--- config.mk ---
export PLATFORM = sky130hd
export DESIGN_NAME = pe_net_endpoint
export DESIGN_NICKNAME = d
export VERILOG_FILES = /design/src/rtl/pe_net_endpoint.sv
export SDC_FILE = /design/constraint.sdc
export NUM_CORES = 1
export LEC_CHECK = 0
export ABC_AREA = 0
export CAP_MARGIN = 20
export CELL_PAD_IN_SITES_DETAIL_PLACEMENT = 1
export CELL_PAD_IN_SITES_GLOBAL_PLACEMENT = 1
export CORE_MARGIN = 8
export CORE_UTILIZATION = 35
export CTS_BUF_LIST = sky130_fd_sc_hd__clkbuf_8
export DETAILED_ROUTE_END_ITERATION = 10
export PLACE_DENSITY = 0.63
export SYNTH_ARGS = -nofsm -noshare
export SYNTH_HDL_FRONTEND = slang
export SYNTH_SLANG_ARGS = --single-unit
export TNS_END_PERCENT = 10
--- constraint.sdc ---
create_clock -name clk -period 5.3 [get_ports clk]
set_input_delay 1.325 -clock clk [delete_from_list [all_inputs] [get_ports clk]]
set_output_delay 1.325 -clock clk [all_outputs]
set_load 0.01 [all_outputs]
--- src/rtl/pe_net_endpoint.sv ---
// pe_net_endpoint: PE endpoint on the router local port. It packetizes host TX requests into
// 20-bit flits, injects them under credit flow control, and buffers ejected flits for the host.
// Ports: clk, rst (async, active high); tx_valid/tx_ready/tx_dest/tx_data (host TX);
//   dataout/out_valid (to router in5/vi5); ci (credit return, co5);
//   datain/in_valid (from router o5/vo5); rx_valid/rx_ready/rx_data/read (host RX);
//   tx_count/rx_count (statistics); err_ovf/err_credit (sticky error flags).
module pe_net_endpoint #(
  parameter int TX_DEPTH = 4,
  parameter int RX_DEPTH = 4,
  parameter int CREDITS  = 4,
  parameter int CNT_W    = 16
) (
  input  logic             clk,
  input  logic             rst,
  input  logic             tx_valid,
  output logic             tx_ready,
  input  logic [3:0]       tx_dest,
  input  logic [15:0]      tx_data,
  output logic [19:0]      dataout,
  output logic             out_valid,
  input  logic             ci,
  input  logic [19:0]      datain,
  input  logic             in_valid,
  output logic             rx_valid,
  input  logic             rx_ready,
  output logic [15:0]      rx_data,
  output logic [15:0]      read,
  output logic [CNT_W-1:0] tx_count,
  output logic [CNT_W-1:0] rx_count,
  output logic             err_ovf,
  output logic             err_credit
);

  localparam int TAW = $clog2(TX_DEPTH);
  localparam int TCW = TAW + 1;
  localparam int RAW = $clog2(RX_DEPTH);
  localparam int RCW = RAW + 1;
  localparam int CRW = $clog2(CREDITS + 1);
  localparam logic [TCW-1:0] TX_FULL = TCW'(TX_DEPTH);
  localparam logic [RCW-1:0] RX_FULL = RCW'(RX_DEPTH);
  localparam logic [CRW-1:0] CR_MAX  = CRW'(CREDITS);

  // TX path
  logic [19:0]    tx_mem [TX_DEPTH];
  logic [TAW-1:0] tx_wp;
  logic [TAW-1:0] tx_rp;
  logic [TCW-1:0] tx_cnt;
  logic [CRW-1:0] credit_cnt;
  logic           tx_push;
  logic           inj;

  assign tx_ready = (tx_cnt != TX_FULL);
  assign tx_push  = tx_valid & tx_ready;
  assign inj      = (tx_cnt != '0) & (credit_cnt != '0);

  always_ff @(posedge clk) begin
    if (tx_push) tx_mem[tx_wp] <= {tx_dest, tx_data};
  end

  always_ff @(posedge clk or posedge rst) begin
    if (rst) begin
      tx_wp     <= '0;
      tx_rp     <= '0;
      tx_cnt    <= '0;
      dataout   <= '0;
      out_valid <= 1'b0;
      tx_count  <= '0;
    end else begin
      if (tx_push) tx_wp <= tx_wp + TAW'(1);
      if (inj) begin
        tx_rp   <= tx_rp + TAW'(1);
        dataout <= tx_mem[tx_rp];
      end
      out_valid <= inj;
      tx_cnt    <= tx_cnt + TCW'(tx_push) - TCW'(inj);
      tx_count  <= tx_count + CNT_W'(inj);
    end
  end

  // Credits: an injection and a returned credit in the same cycle cancel out.
  // A credit arriving while already full is a router protocol error.
  always_ff @(posedge clk or posedge rst) begin
    if (rst) begin
      credit_cnt <= CR_MAX;
      err_credit <= 1'b0;
    end else if (inj & ~ci) begin
      credit_cnt <= credit_cnt - CRW'(1);
    end else if (~inj & ci) begin
      if (credit_cnt == CR_MAX) err_credit <= 1'b1;
      else credit_cnt <= credit_cnt + CRW'(1);
    end
  end

  // RX path: the router cannot be stalled, so a full FIFO drops the flit
  // unless the host frees a slot in the same cycle.
  logic [15:0]    rx_mem [RX_DEPTH];
  logic [RAW-1:0] rx_wp;
  logic [RAW-1:0] rx_rp;
  logic [RCW-1:0] rx_cnt;
  logic           rx_pop;
  logic           accept;
  logic           unused_dest;

  assign unused_dest = ^datain[19:16];
  assign rx_valid    = (rx_cnt != '0);
  assign rx_data     = rx_mem[rx_rp];
  assign rx_pop      = rx_valid & rx_ready;
  assign accept      = in_valid & ((rx_cnt != RX_FULL) | rx_pop);

  always_ff @(posedge clk) begin
    if (accept) rx_mem[rx_wp] <= datain[15:0];
  end

  always_ff @(posedge clk or posedge rst) begin
    if (rst) begin
      rx_wp    <= '0;
      rx_rp    <= '0;
      rx_cnt   <= '0;
      read     <= '0;
      rx_count <= '0;
      err_ovf  <= 1'b0;
    end else begin
      if (accept) rx_wp <= rx_wp + RAW'(1);
      if (rx_pop) begin
        rx_rp <= rx_rp + RAW'(1);
        read  <= rx_mem[rx_rp];
      end
      if (in_valid & ~accept) err_ovf <= 1'b1;
      rx_cnt   <= rx_cnt + RCW'(accept) - RCW'(rx_pop);
      rx_count <= rx_count + CNT_W'(accept);
    end
  end

endmodule
==> flow_summary.ini <==
[cells_and_area]
stdcell_area_sq_um = 11600
layout.nets = 717
syn2layout_area_growth_pct = 27.7
antennaDiodeCount = 0
drive_above_1_share_pct = 19.8

[route]
remaining_drc_errors = 0
firstDrtPassIters = 4
drt_iter0_markers = 233
post_drt_via_cell_ratio = 4.74
highest_layer = met4
num_vias = 4822
wl_met1_mm = 8.18
routed-wl-met3_um = 982
wl_met2_mm = 10.1
wire_per_inst_um = 19.3
antenna_left = 0
routed_wl_mm = 19.6

[synth]
seq_area_frac_synth_pct = 71.7
ys.flop_type = edfxtp_1
syn_nets = 549
yosys.area.top_type = edfxtp_1
synth.ff_latch_count = 232
netlist_area_sq_um = 9100
ys_warn_count = 0
synth_edf_count = 144
synth_cells = 482
yosysTopAreaCellShare_pct = 47.5
synth_area_leaders = edfxtp_1 (47%), dfrtp_1 (24%), mux4_2 (6.9%)
async_reset_ff_share_pct = 37.9
synth_cell_type_count = 42
syn_area_per_cell_sq_um = 18.9

[global_routing]
overflow = 0
antenna_found_initial = 0
grt_pass1_vias = 5598
grt_max_degree = 63
grt.total_usage_pct = 12.6
grt_pass1_wl_mm = 31.1

[clock_tree]
insertion_delay_ps = 520
clkSlewWorstSetupHoldPaths_ps = 60
cts_tree = built
root_buffer = clkbuf_8
h-tree-depth = 2
cts_setup_buffers = 0
cts_resized = 0
clockBufferDepth = 3
cts.sink_count = 232
cts_made_buffers = 41
postCtsHoldBufs = 0

[floorplanning]
die_w_um = 177
dieHeight_um = 177
coreArea_sq_um = 25800
die-area_sq_um = 31400
start_util_pct = 35.2
rows = 59
ios = 135

[timing]
fin_hold_ws_ps = 483
fin_crit_sh_pct = 77.7
worst_pin_slew_ps = 1070
rsz0062_at_grt = no
hold_violations = 0
tns_ps = 0
setup_viol = 0
fin_crit_ps = 4120
clock_skew_ps = 17.9
finalMaxSlewViolations = 0
fmax_mhz = 243
max_slew_margin_pct = 28.4

[setup_path]
worst_ep_arrival_time_ps = 2790
crit_fanout = 18
worstSetupStartpointType = flop
crit_required_ps = 3970
critPathSlowestCell = dfrtp_1
cp_cell_sequence = mux4_1, clkdlybuf4s50_1
reg2regPathDepth = 10
critPathKind = reg2out
r2r_slack_ps = 2640
critPathMaxStageDelay_ps = 1010
crit_path_end_kind = output port

[placement]
portBuffers = 130
placed_cell_area_sq_um = 10800
dp_hpwl_mm = 13.1
gp_congestion = 0.719

[job]
cap_violations = 0

[pwr]
max-vdd-ir-drop_uv = 242
leakage_uw = 0.00447
power_density_nw_per_um2 = 571

[hold_path]
hold_path_depth = 1
hold_class = reg2reg

[run_status]
status = finished, final reports clean
==> routing by layer <==
layer | global-route usage, % | vias to the layer above
met4 | 4.90 | 0
met5 | 0 | -
met1 | 14.7 | 2502
met2 | 22.2 | 112
li1 | - | 2172
met3 | 3.03 | 36
==> sequential cells by signal, summed over array words and instances, names as in the netlist, 2 cells and up <==
| name | count |
|---|---|
| rx_rp | 2 |
| tx_wp | 2 |
| rx_cnt | 3 |
| tx_cnt | 3 |
| credit_cnt | 3 |
| tx_count | 16 |
| tx_rp | 2 |
| read | 16 |
| rx_mem | 64 |
| rx_wp | 2 |
| rx_count | 16 |
| tx_mem | 80 |
| dataout | 20 |
==> final timing paths <==
path,from,end
hold reg to reg,rx_count[15]$_DFF_PP0_,rx_count[15]$_DFF_PP0_
setup / recovery,rx_rp[0]$_DFFE_PP0P_,rx_data[2]
max in group asynchronous,rst,credit_cnt[2]$_DFFE_PP1P_
setup reg to reg,rx_cnt[2]$_DFF_PP0_,rx_cnt[2]$_DFF_PP0_
min in group asynchronous,rst,tx_count[2]$_DFF_PP0_
hold / removal,rx_count[15]$_DFF_PP0_,rx_count[15]$_DFF_PP0_
==> power by group <==
group	switching [uW]	internal [uW]
Combinational	949	1270
Clock	709	886
Sequential	362	2470
Total	2020	4620
==> area by class of cell <==
class | count | area, sq um
clock buffers | 49 | 674
clock inverters | 26 | 134
fillers | 2519 | 14200
inverters | 24 | 92.6
multi-input cells | 213 | 2380
flip-flops and latches | 232 | 6530
well taps | 335 | 419
repair buffers | 138 | 1390
==> cell families after synthesis <==
| group | share of synthesized area (%) |
|---|---|
| AOI/OAI and AO/OA | 0.948 |
| xor gates and xnor gates | 3.85 |
| adders and majority gates | 3.13 |
| buffers and inverters | 2.12 |
| DFF | 71.7 |
| muxes | 14.3 |
| and+or+nand+nor | 3.99 |
==> per-stage QoR <==
stage / utilization [%] / std cells / total power, uW / setup WS (ps)
3_3_place_gp: 41.6 / 938 / 5000 / 1510
6_report: 45.0 / 1017 / 6640 / 1180
2_1_floorplan: - / 482 / 4100 / 1700
4_1_cts: 45.0 / 1017 / 6790 / 1070
3_5_place_dp: 41.9 / 942 / 5150 / 1240
5_1_grt: 45.0 / 1017 / 7050 / 990
==> worst max-delay path: cells and delay by family (launching register included) <==
| family | cells | cell delay (ps) |
|---|---|---|
| buffers and inverters | 1 | 520 |
| multiplexers | 1 | 740 |
| flip-flops | 1 | 1010 |
==> synthesized netlist by cell type (9+ instances only) <==
library cell  number
mux4_2            28
nand3_1            9
nand2_1           10
xor2_1            23
edfxtp_1         144
ha_1              18
inv_1             24
dfrtp_1           87
xnor2_1           17
mux2_2            30
==> layout by cell type, fill, tap and decap left out, drive strengths merged, types with 17 or more instances in the layout <==
master | Yosys | layout
edfxtp | 144 | 144
clkdlybuf4s50 | 0 | 130
dfrtp | 87 | 87
clkbuf | 3 | 49
inv | 24 | 40
mux2 | 38 | 38
mux4 | 36 | 36
xor2 | 23 | 23
ha | 18 | 18
xnor2 | 17 | 17
Power figures use the tool's default switching activity.
